==> config.mk <==
export PLATFORM = sky130hd
export DESIGN_NAME = led_scan_scheduler
export DESIGN_NICKNAME = d
export VERILOG_FILES = /design/src/rtl/led_display_pkg.sv /design/src/rtl/led_dwell_timer.sv /design/src/rtl/led_scan_scheduler.sv
export SDC_FILE = /design/constraint.sdc
export NUM_CORES = 1
export LEC_CHECK = 0
export CAP_MARGIN = 5
export CORE_MARGIN = 4
export CORE_UTILIZATION = 50
export CTS_BUF_LIST = sky130_fd_sc_hd__clkbuf_8 sky130_fd_sc_hd__clkbuf_16
export DETAILED_ROUTE_END_ITERATION = 10
export PLACE_DENSITY = 0.71
export SYNTH_ARGS = -nofsm -noshare
export SYNTH_HDL_FRONTEND = slang
export SYNTH_HIERARCHICAL = 1
export SYNTH_SLANG_ARGS = --single-unit
export TNS_END_PERCENT = 50
==> constraint.sdc <==
create_clock -name clk_in -period 6.5 [get_ports clk_in]
set_clock_uncertainty 0.1 [all_clocks]
set_input_delay 0.975 -clock clk_in [delete_from_list [all_inputs] [get_ports clk_in]]
set_output_delay 0.975 -clock clk_in [all_outputs]
set_load 0.005 [all_outputs]
==> src/rtl/led_display_pkg.sv <==
// Shared types and width helpers for the LED panel scan path.
package led_display_pkg;

   localparam int BRIGHT_W = 8;

   typedef enum logic [2:0] {
      IDLE,
      SHIFT,
      BLANK,
      LATCH,
      DISPLAY
   } scan_state_t;

   function automatic int addr_width(input int num_rows);
      return (num_rows / 2 > 1) ? $clog2(num_rows / 2) : 1;
   endfunction

   function automatic int plane_width(input int bit_depth);
      return (bit_depth > 1) ? $clog2(bit_depth) : 1;
   endfunction

   // Wide enough to hold the longest plane period without wrapping.
   function automatic int dwell_width(input int base_cycles, input int bit_depth);
      return $clog2((base_cycles << bit_depth) + 1);
   endfunction

endpackage

==> src/rtl/led_dwell_timer.sv <==
// Loadable down-counter; done_out marks the final cycle of a loaded duration.
module led_dwell_timer #(
   parameter int CNT_W = 13
) (
   input  logic             clk_in,
   input  logic             reset_in,
   input  logic             load_in,
   input  logic [CNT_W-1:0] load_value_in,
   output logic [CNT_W-1:0] count_out,
   output logic             done_out
);

   logic [CNT_W-1:0] count_reg;

   always_ff @(posedge clk_in) begin
      if (reset_in) begin
         count_reg <= '0;
      end else if (load_in) begin
         count_reg <= load_value_in;
      end else if (count_reg != '0) begin
         count_reg <= count_reg - CNT_W'(1);
      end
   end

   assign count_out = count_reg;
   assign done_out  = (count_reg == CNT_W'(1));

endmodule

==> src/rtl/led_scan_scheduler.sv <==
// BCM row/plane sequencer: shift, blank, latch, then plane-weighted display window.
module led_scan_scheduler
   import led_display_pkg::*;
#(
   parameter int  NUM_ROWS     = 32,
   parameter int  BIT_DEPTH    = 8,
   parameter int  BASE_CYCLES  = 16,
   parameter int  BLANK_CYCLES = 4,
   parameter int  LATCH_CYCLES = 2,
   localparam int ADDR_W       = addr_width(NUM_ROWS),
   localparam int PLANE_W      = plane_width(BIT_DEPTH)
) (
   input  logic                clk_in,
   input  logic                reset_in,
   input  logic                enable_in,
   input  logic [BRIGHT_W-1:0] brightness_in,
   output logic                shift_start_out,
   input  logic                shift_done_in,
   output logic [ADDR_W-1:0]   row_sel_out,
   output logic [PLANE_W-1:0]  plane_sel_out,
   output logic [ADDR_W-1:0]   addr_out,
   output logic                latch_enable_out,
   output logic                output_enable_out,
   output logic                frame_start_out,
   output logic                busy_out
);

   localparam int CNT_W  = dwell_width(BASE_CYCLES, BIT_DEPTH);
   localparam int PROD_W = CNT_W + BRIGHT_W;

   scan_state_t         state_reg, state_next;
   logic [ADDR_W-1:0]   row_reg, row_next;
   logic [ADDR_W-1:0]   addr_reg, addr_next;
   logic [PLANE_W-1:0]  plane_reg, plane_next;
   logic [BRIGHT_W-1:0] bright_reg, bright_next;
   logic [CNT_W-1:0]    off_reg, off_next;
   logic                shift_start_reg, shift_start_next;
   logic                frame_start_reg, frame_start_next;

   logic                dwell_load;
   logic [CNT_W-1:0]    dwell_value;
   logic [CNT_W-1:0]    dwell_count;
   logic                dwell_done;

   logic [CNT_W-1:0]    period;
   logic [PROD_W-1:0]   product;
   logic [CNT_W-1:0]    on_cycles;
   logic                plane_last;
   logic                row_last;

   led_dwell_timer #(
      .CNT_W (CNT_W)
   ) u_dwell (
      .clk_in        (clk_in),
      .reset_in      (reset_in),
      .load_in       (dwell_load),
      .load_value_in (dwell_value),
      .count_out     (dwell_count),
      .done_out      (dwell_done)
   );

   // Full-width product so the >> 8 sees every bit of period * brightness.
   assign period     = CNT_W'(BASE_CYCLES) << plane_reg;
   assign product    = PROD_W'(period) * PROD_W'(bright_reg);
   assign on_cycles  = product[PROD_W-1:BRIGHT_W];
   assign plane_last = (plane_reg == PLANE_W'(BIT_DEPTH - 1));
   assign row_last   = (row_reg == ADDR_W'(NUM_ROWS / 2 - 1));

   always_comb begin
      state_next       = state_reg;
      row_next         = row_reg;
      addr_next        = addr_reg;
      plane_next       = plane_reg;
      bright_next      = bright_reg;
      off_next         = off_reg;
      shift_start_next = 1'b0;
      frame_start_next = 1'b0;
      dwell_load       = 1'b0;
      dwell_value      = '0;

      case (state_reg)
         IDLE: begin
            if (enable_in) begin
               state_next       = SHIFT;
               shift_start_next = 1'b1;
               frame_start_next = 1'b1;
               bright_next      = brightness_in;
            end
         end
         SHIFT: begin
            if (shift_done_in) begin
               state_next  = BLANK;
               dwell_load  = 1'b1;
               dwell_value = CNT_W'(BLANK_CYCLES);
            end
         end
         BLANK: begin
            if (dwell_done) begin
               state_next  = LATCH;
               dwell_load  = 1'b1;
               dwell_value = CNT_W'(LATCH_CYCLES);
               addr_next   = row_reg;
            end
         end
         LATCH: begin
            if (dwell_done) begin
               state_next  = DISPLAY;
               dwell_load  = 1'b1;
               dwell_value = period;
               off_next    = period - on_cycles;
            end
         end
         DISPLAY: begin
            if (dwell_done) begin
               if (plane_last) begin
                  plane_next = '0;
                  row_next   = row_last ? '0 : row_reg + ADDR_W'(1);
               end else begin
                  plane_next = plane_reg + PLANE_W'(1);
               end
               if (enable_in) begin
                  state_next       = SHIFT;
                  shift_start_next = 1'b1;
                  if (plane_last && row_last) begin
                     frame_start_next = 1'b1;
                     bright_next      = brightness_in;
                  end
               end else begin
                  state_next = IDLE;
                  row_next   = '0;
                  plane_next = '0;
               end
            end
         end
         default: state_next = IDLE;
      endcase
   end

   always_ff @(posedge clk_in) begin
      if (reset_in) begin
         state_reg       <= IDLE;
         row_reg         <= '0;
         addr_reg        <= '0;
         plane_reg       <= '0;
         bright_reg      <= '0;
         off_reg         <= '0;
         shift_start_reg <= 1'b0;
         frame_start_reg <= 1'b0;
      end else begin
         state_reg       <= state_next;
         row_reg         <= row_next;
         addr_reg        <= addr_next;
         plane_reg       <= plane_next;
         bright_reg      <= bright_next;
         off_reg         <= off_next;
         shift_start_reg <= shift_start_next;
         frame_start_reg <= frame_start_next;
      end
   end

   // The timer counts P..1 in DISPLAY, so lit while more than P-On cycles remain.
   assign output_enable_out = (state_reg == DISPLAY) && (dwell_count > off_reg);
   assign latch_enable_out  = (state_reg == LATCH);
   assign busy_out          = (state_reg != IDLE);
   assign shift_start_out   = shift_start_reg;
   assign frame_start_out   = frame_start_reg;
   assign row_sel_out       = row_reg;
   assign plane_sel_out     = plane_reg;
   assign addr_out          = addr_reg;

endmodule

# --- Yosys cells after proc, flatten, opt, wreduce, memory -nomap -nowiden ---
# Cells that the tools add are included.
# W data, S select, Z words.
op_classes:
  add_sub_neg: 4
  magnitude_cmp: 1
  n_reduce_logical: 14
  eq_ne: 15
  n_shift: 1
  n_mul: 1
  n_mux: 33
ops:
  columns: ["cell", "count"]
  rows:
  - ["$mux W13", 3]
  - ["$pmux W13 S3", 1]
  - ["$mux W8", 4]
  - ["$mux W3", 8]
  - ["$mul A13 B8 Y21", 1]
  - ["$pmux W8 S2", 1]
  - ["$pmux W3 S5", 1]
  - ["$eq A13 B1 Y1 const B", 1]
  - ["$gt A13 B13 Y1", 1]
  - ["$reduce_bool A13 Y1", 1]
  - ["$shl A5 B3 Y13 const A", 1]
  - ["$sub A13 B1 Y13 const B", 1]
  - ["$sub A13 B13 Y13", 1]
  - ["$mux W4", 3]
  - ["$ne A2 B2 Y1 const B", 6]
  - ["$reduce_and A5 Y1", 2]
  - ["$mux W1", 8]
  - ["$eq A3 B2 Y1 const B", 2]
  - ["$eq A3 B3 Y1 const B", 2]
  - ["$pmux W1 S2", 3]
  - ["$reduce_and A2 Y1", 3]
  - ["$add A4 B1 Y4 const B", 1]
  - ["$eq A4 B4 Y1 const B", 1]
  - ["$ne A2 B1 Y1 const B", 2]
  - ["other kinds (9)", 11]
word_totals:
  inputBits: 12
  reg_bits: 50
  word_cells: 78

# --- Logic depth before layout (Yosys ltp) ---
logic_depth:
  ltp_word: 6
  mapped_depth: 29

# --- Modules after synthesis ---
# Netlist, hierarchy kept.
by_module_without_submodules:
  columns: ["module", "area_per_inst_um2", "seq_area_each_um2", "cells_each", "n_inst"]
  rows:
  - ["led_scan_scheduler", 4525.6, 740.7, 536, 1]
  - ["led_dwell_timer", 819.5, 260.2, 91, 1]

# --- Least setup slack after synthesis ---
# Ideal clock, no wire load.
synth_path:
  kind: "reg-to-reg"
  from: "reg plane_reg[0] (netlist: plane_sel_out[0])"
  to: "reg off_reg[12]"
  setup_ns: 0.103
  setup_slack_ns: -0.060
  path_stages_with_launch: 27
  required_ns: 6.297
  path_buffers: 1
  synth_period_minus_slack_ns: 6.560
  arrival_ns: 6.357
  path_cell_list: "dfxtp_1 inv_1 ha_1 nor2b_1 clkbuf_1 nand2_1 fa_1 fa_1 inv_1 fa_1 inv_1 fa_1 inv_1 ha_1 a21boi_0 o21ai_0 a21oi_1 a21oi_1 xor2_1 ha_1 and3_1 nand3_1 or2_2 or4_1 nand3_1 nor2_1 a2111oi_2"
synth_between:
  elab_chain_cells: 3
synth_lines:
  columns: ["element", "line", "text"]
  rows:
  - ["from (decl)", "led_scan_scheduler.sv:34", "logic [PLANE_W-1:0] plane_reg, plane_next;"]
  - ["from (signal assigned)", "led_scan_scheduler.sv:153", "plane_reg <= plane_next;"]
  - ["$shl A5 B3 Y13 (*)", "led_scan_scheduler.sv:63", "assign period = CNT_W'(BASE_CYCLES) << plane_reg;"]
  - ["$mul A13 B8 Y21", "led_scan_scheduler.sv:64", "assign product = PROD_W'(period) * PROD_W'(bright_reg);"]
  - ["$sub A13 B13 Y13 (*)", "led_scan_scheduler.sv:110", "off_next = period - on_cycles;"]
  - ["to (signal assigned)", "led_scan_scheduler.sv:155", "off_reg <= off_next;"]
  - ["to (decl)", "led_scan_scheduler.sv:36", "logic [CNT_W-1:0] off_reg, off_next;"]
# Mark *: on every way between the ends. The rest lies on a longest branch, timed or not.
# A chain may end at the register's enable or synchronous reset.

# --- Worst setup path in the final report ---
# Same ends and word-level chain as after synthesis.

==> impl_metrics.py <==
metrics = {
    "route": {
        "drc": 0,
        "vias_per_cell": 5.73,
        "routed_wl_mm": 12.9,
        "vias": 4707,
        "wl_per_cell_um": 15.7,
        "ant_nets": 0,
        "drt_first_pass_iters": 5,
        "drt-initial-drc-count": 278,
    },
    "pwr": {
        "peakVddDrop_uv": 147,
        "power_density_nw_per_um2": 164,
        "p_leak_nw": 2.95,
    },
    "cts": {
        "clkSlewWorstSetupHoldPaths_ns": 0.09,
        "cts.sink_count": 50,
        "cts_hold_buf": 0,
        "cts_made_buffers": 5,
        "cts_tree": "built",
        "cts_root_buf": "clkbuf_8",
        "cts_max_path_buffers": 2,
        "htreeDepth": 2,
        "worstSkewPairLatency_ns": 0.31,
    },
    "global_route": {
        "grt_overflow": 0,
        "grt_pass1_vias": 4715,
        "antenna_found_initial": 0,
        "grt_first_pass_wirelength_mm": 21.8,
        "globalRouteTotalUtil_pct": 20.6,
        "grt_max_degree": 50,
    },
    "die": {
        "pin_count": 28,
        "rows": 37,
        "start_util_pct": 51.5,
        "die-width_um": 111,
        "die_area_um2": 12400,
        "die_h_um": 111,
        "coreArea_um2": 10400,
    },
    "critical_path": {
        "cp.depth": 25,
        "worst_path_max_delay_cell": "fa_1",
        "cp_data_arrival_time_ns": 6.39,
        "r2r_end": "off_reg[12]",
        "path_buf_inv": 6,
        "critPathMostFrequentCell": "fa_1",
        "start_kind": "register",
        "reg2reg_from": "plane_sel_out[0]",
        "critPathKind": "reg -> reg",
        "path_delay_family": "adder cells",
        "required_ns": 6.61,
        "rrSetupSlack_ns": 0.22,
        "crit_path_end_kind": "register",
        "rr_worst_depth": 25,
        "critPathMaxFanout": 7,
        "cpPeakStageDelay_ns": 0.57,
    },
    "hold_path": {
        "whs_endpoint": "off_reg[11]",
        "worstHoldPathType": "reg -> reg",
        "hp-start": "off_reg[11]",
        "hold_depth": 2,
    },
    "sta": {
        "fmax_ghz": 0.159,
        "drv_slew": 0,
        "post-route-period-util_pct": 96.6,
        "tightest_slew_ns": 1.01,
        "hold_viol": 0,
        "finalSetupViolations": 0,
        "relSlewSlack_pct": 32.2,
        "fin_crit_ns": 6.28,
        "layout_setup_ws_ns": 0.218,
        "timing.hold.ws_ns": 0.358,
    },
    "synth": {
        "ys_warn_count": 6,
        "async_flop_share_pct": 0,
        "yosysSeqAreaShare_pct": 18.7,
        "synth_top_cell_by_area": "dfxtp_1",
        "synth-seq-cells": 50,
        "netlist_instances": 627,
        "synth_cell_type_count": 64,
        "synth_edf_count": 0,
        "synth_top_cells_by_area": "dfxtp_1 (19%), ha_1 (16%), fa_1 (13%)",
        "syn_area_um2": 5350,
        "syn_avg_cell_area_um2": 8.52,
        "synthXorXnorAreaFrac_pct": 4.10,
        "synth_simple_gate_area_share_pct": 24.1,
        "synth_top_family_by_area": "adder cells",
        "synth_top_area_share_pct": 18.7,
        "synthMuxAreaShare_pct": 3.39,
        "synth_fa_ha_area_share_pct": 29.6,
        "yosys_most_used_dff": "dfxtp_1",
        "synth_compound_area_share_pct": 13.4,
    },
    "run_status": {
        "status": "finished clean",
    },
    "layout": {
        "area_delta_synth_final_pct": 19.1,
        "layout_common_cells": "inv_1 (68), ha_1 (59), dfxtp_1 (47)",
        "fillers": 908,
        "layout_commonest_cell": "inv_1",
        "final_layout_size_suffix_gt1_share_pct": 15.2,
        "antenna_cells": 0,
        "layout.nets": 802,
        "final_cells": 822,
    },
    "place": {
        "hpwl_mm": 9.98,
        "dpl.cell_count": 808,
        "gp_congestion": 0.886,
        "port_buffers": 27,
        "place_ws_ns": -0.184,
    },
    "run": {
        "drv_cap": 0,
    },
}
cell usage after synthesis (10+ instances only):
master,instances
xor2_1,12
a21oi_1,36
o31ai_1,10
nand3_1,15
and3_1,19
inv_1,69
nor3_1,11
clkbuf_1,19
and2_1,38
ha_1,69
xnor2_1,13
nor2b_1,10
mux2i_1,17
dfxtp_1,50
o21ai_0,12
fa_1,36
nor2_1,39
nand2_1,47
worst max path at each step:
stage	from	end	slack (ns)
2_1_floorplan	plane_sel_out[0]	off_reg[12]	0.01
3_3_place_gp	plane_sel_out[0]	off_reg[12]	-0.02
3_5_place_dp	plane_sel_out[0]	off_reg[12]	-0.18
4_1_cts	plane_sel_out[1]	off_reg[12]	0.02
5_1_grt	plane_sel_out[1]	off_reg[12]	-0.09
6_report	plane_sel_out[0]	off_reg[12]	0.22
worst reg2reg max path, cell delays in order, from the launching register on:
cell       delay, ns
dfxtp_4         0.39
inv_2           0.05
ha_2            0.20
buf_4           0.16
and3_1          0.20
fa_1            0.57
fa_1            0.45
fa_1            0.54
inv_1           0.05
fa_1            0.53
inv_1           0.06
ha_4            0.28
nand3_2         0.10
nor3_4          0.26
o41ai_4         0.13
buf_4           0.14
o21a_1          0.19
xor2_1          0.15
ha_1            0.33
nand2_1         0.06
or2_2           0.29
buf_4           0.15
a311oi_2        0.24
nand3_2         0.11
o2111a_1        0.17
a2111oi_2       0.31
cell type report:
cell class                      count  area [um^2]  share of cell area, %
Multi-Input combinational cell    489         4220                   66.3
Sequential cell                    50         1010                   15.9
Timing Repair Buffer               70          596                   9.36
Inverter                           69          259                   4.07
Tap cell                          136          170                   2.67
Clock buffer                        5         68.8                   1.08
Clock inverter                      3         41.3                  0.649
report_power, final:
group	total, mW	switching, mW	internal, mW
logic	0.418	0.219	0.199
registers	0.405	0.0635	0.341
clock network	0.221	0.107	0.113
total	1.04	0.390	0.653
per-layer routing:
layer  share of wire [%]  vias up  global-route usage, %
li1                    -     2277                      -
met1                  45     2275                   27.3
met2                  49      123                   34.3
met3                 3.7       32                   3.10
met4                 2.5        0                   7.22
met5                   0        -                      0
cell families (layout without fill, tap and decap cells):
group,after synthesis,after routing
and+or+nand+nor,232,232
buffers and inverters,90,147
other,1,3
DFF,50,50
xor gates and xnor gates,25,25
adders and majority gates,105,105
muxes,18,18
AOI/OAI and AO/OA,106,106
repair_timing:
| item | in CTS | in global routing |
|---|---|---|
| hold endpoints to repair | 0 | 0 |
| pin swaps | 1 | 16 |
| endpoints found under the setup margin | 1 | 2 |
| buffers inserted | 1 | 5 |
| resized for setup | 8 | 37 |
stage by stage:
step | TNS [ns] | power, mW | cell area, um^2 | util (%)
final | 0 | 1.04 | 6370 | 61.4
after floorplan | 0 | 0.714 | 5360 | -
after global routing | -0.0914 | 1.13 | 6370 | 61.4
after CTS | 0 | 1.05 | 6130 | 59.1
after detailed placement | -0.184 | 0.820 | 5990 | 57.8
after global placement | -0.0171 | 0.799 | 5990 | 57.8
(Power assumes the default switching activity.)
==> patch (config.mk and constraints unchanged) <==
Take the reset off `addr_reg` and load it in a clocked block of its own.
--- a/src/rtl/led_scan_scheduler.sv
+++ b/src/rtl/led_scan_scheduler.sv
@@ -140,7 +140,6 @@
       if (reset_in) begin
          state_reg       <= IDLE;
          row_reg         <= '0;
-         addr_reg        <= '0;
          plane_reg       <= '0;
          bright_reg      <= '0;
          off_reg         <= '0;
@@ -149,13 +148,16 @@
       end else begin
          state_reg       <= state_next;
          row_reg         <= row_next;
-         addr_reg        <= addr_next;
          plane_reg       <= plane_next;
          bright_reg      <= bright_next;
          off_reg         <= off_next;
          shift_start_reg <= shift_start_next;
          frame_start_reg <= frame_start_next;
       end
+   end
+
+   always_ff @(posedge clk_in) begin
+      addr_reg <= addr_next;
    end
 
    // The timer counts P..1 in DISPLAY, so lit while more than P-On cycles remain.
Function: same outputs for any inputs over 10 cycles, from zero or initial values and one cycle with reset_in high; that may be too few to reach the edited logic, so the function may still have changed.
==> patch against the unedited design <==
  * Final area down 5.7%
  * Routed wire length decreased by 4.7%
  * Total power down 0.20%
  * Worst setup slack better by 0.069 ns
  * Core utilization fell by 3.5 points
  * Cell count fell by 2.8%
  * Fmax grew 1.1%
  * Sequential cell count unchanged
  * Worst hold slack better by 0.0016 ns
  * Critical path depth shrank 2
  * Synthesized area about the same
  * Synthesized cell count increased by 0.48%
  * Via count is 5.6% lower
  * Largest cell class unchanged
  * Largest power group is now registers
==> patch: results (changes against the unedited design) <==
status:
  status: "finished clean"  # unchanged
worst_setup_path:
  slowest_delay_ns: 0.54  # was 0.57 ns
  crit_start: "plane_sel_out[1]"  # was plane_sel_out[0]
  r2r_cells: 23  # was 25
  cp.arrival_ns: 6.34  # was 6.39 ns
grt:
  grt_pass1_vias: 4483  # was 4715
  met3_usage_pct: 2.50  # was 3.10%
  grt_use_total_pct: 20.0  # was 20.6%
  grt_pass1_wl_mm: 21.1  # was 21.8 mm
  grt_util_met1_pct: 26.0  # was 27.3%
  grt_max_degree: 43  # was 50
  use_met2_pct: 35.1  # was 34.3%
drt:
  routed-wl-met2_mm: 6.08  # was 6.35 mm
  wl_met3_um: 483  # was 478 um
  avgRoutedWirePerCell_um: 15.4  # was 15.7 um
  via_per_inst: 5.56  # was 5.73
  wl_met1_mm: 5.50  # was 5.76 mm
power_and_ir_drop:
  seqPwrFrac_pct: 39.1  # was 38.8%
  leakage_uw: 0.00288  # was 0.00295 uW
  ir_drop_mv: 0.105  # was 0.147 mV
  p_clk_uw: 227  # was 221 uW
  switching_share_pct: 37.2  # was 37.4%
placement:
  hpwl_mm: 9.67  # was 9.98 mm
  placed_cells: 790  # was 808
  gp_congestion: 0.859  # was 0.886
  place_area_sq_um: 5840  # was 5990 sq um
hold_path:
  hold_start: "off_reg[6]"  # was off_reg[11]
layout:
  drive_gt1_share_pct: 7.24  # was 15.2%
  n_all_buffers: 44  # was 70
  multi_input_gates: 491  # was 489
  n_fill_cell: 961  # was 908
  seq_cell_count: 50  # unchanged
  fin_util_pct: 57.9  # was 61.4%
  num-nonclk-inverters: 70  # was 69
  nets: 779  # was 802
  buf_share_pct: 6.63  # was 9.36%
sta:
  whs_ns: 0.360  # was 0.358 ns
  slew_headroom_pct: 21.6  # was 32.2%
  fin_ws_ns: 0.287  # was 0.218 ns
logic_synthesis:
  seq_area_frac_synth_pct: 19.5  # was 18.7%
  synth_commonest_cells: "inv_1, ha_1, nand2_1"  # was ha_1, inv_1, dfxtp_1
patch: changes by cell type in the layout (fill, tap and decap cells not counted), moves of 5 or more:
| cell | delta |
|---|---|
| mux2i_1 | -5 |
| ha_1 | +8 |
| o31ai_1 | -8 |
| nand2_1 | +11 |
| ha_4 | -6 |
| and3_1 | +8 |
| o21a_1 | -5 |
| buf_4 | -24 |
| o21ai_0 | +6 |
patch: what timing repair did:
action	4_1_cts	5_1_grt
pin swaps	0	6
setup buffers	0	1
hold buffers	0	0
endpoints found under the hold margin	0	0
gates cloned	0	0
gates resized for setup	1	12
endpoints found under the setup margin	1	6
patch: kinds of logic after synthesis:
family	share of synthesized area, %
AO/OA/AOI/OAI	13.5
XOR/XNOR	5.06
adder cells (fa/ha/maj)	29.6
buffers and inverters	6.46
flip-flops	19.5
multiplexers	2.25
other	0.0701
AND/OR/NAND/NOR	23.6
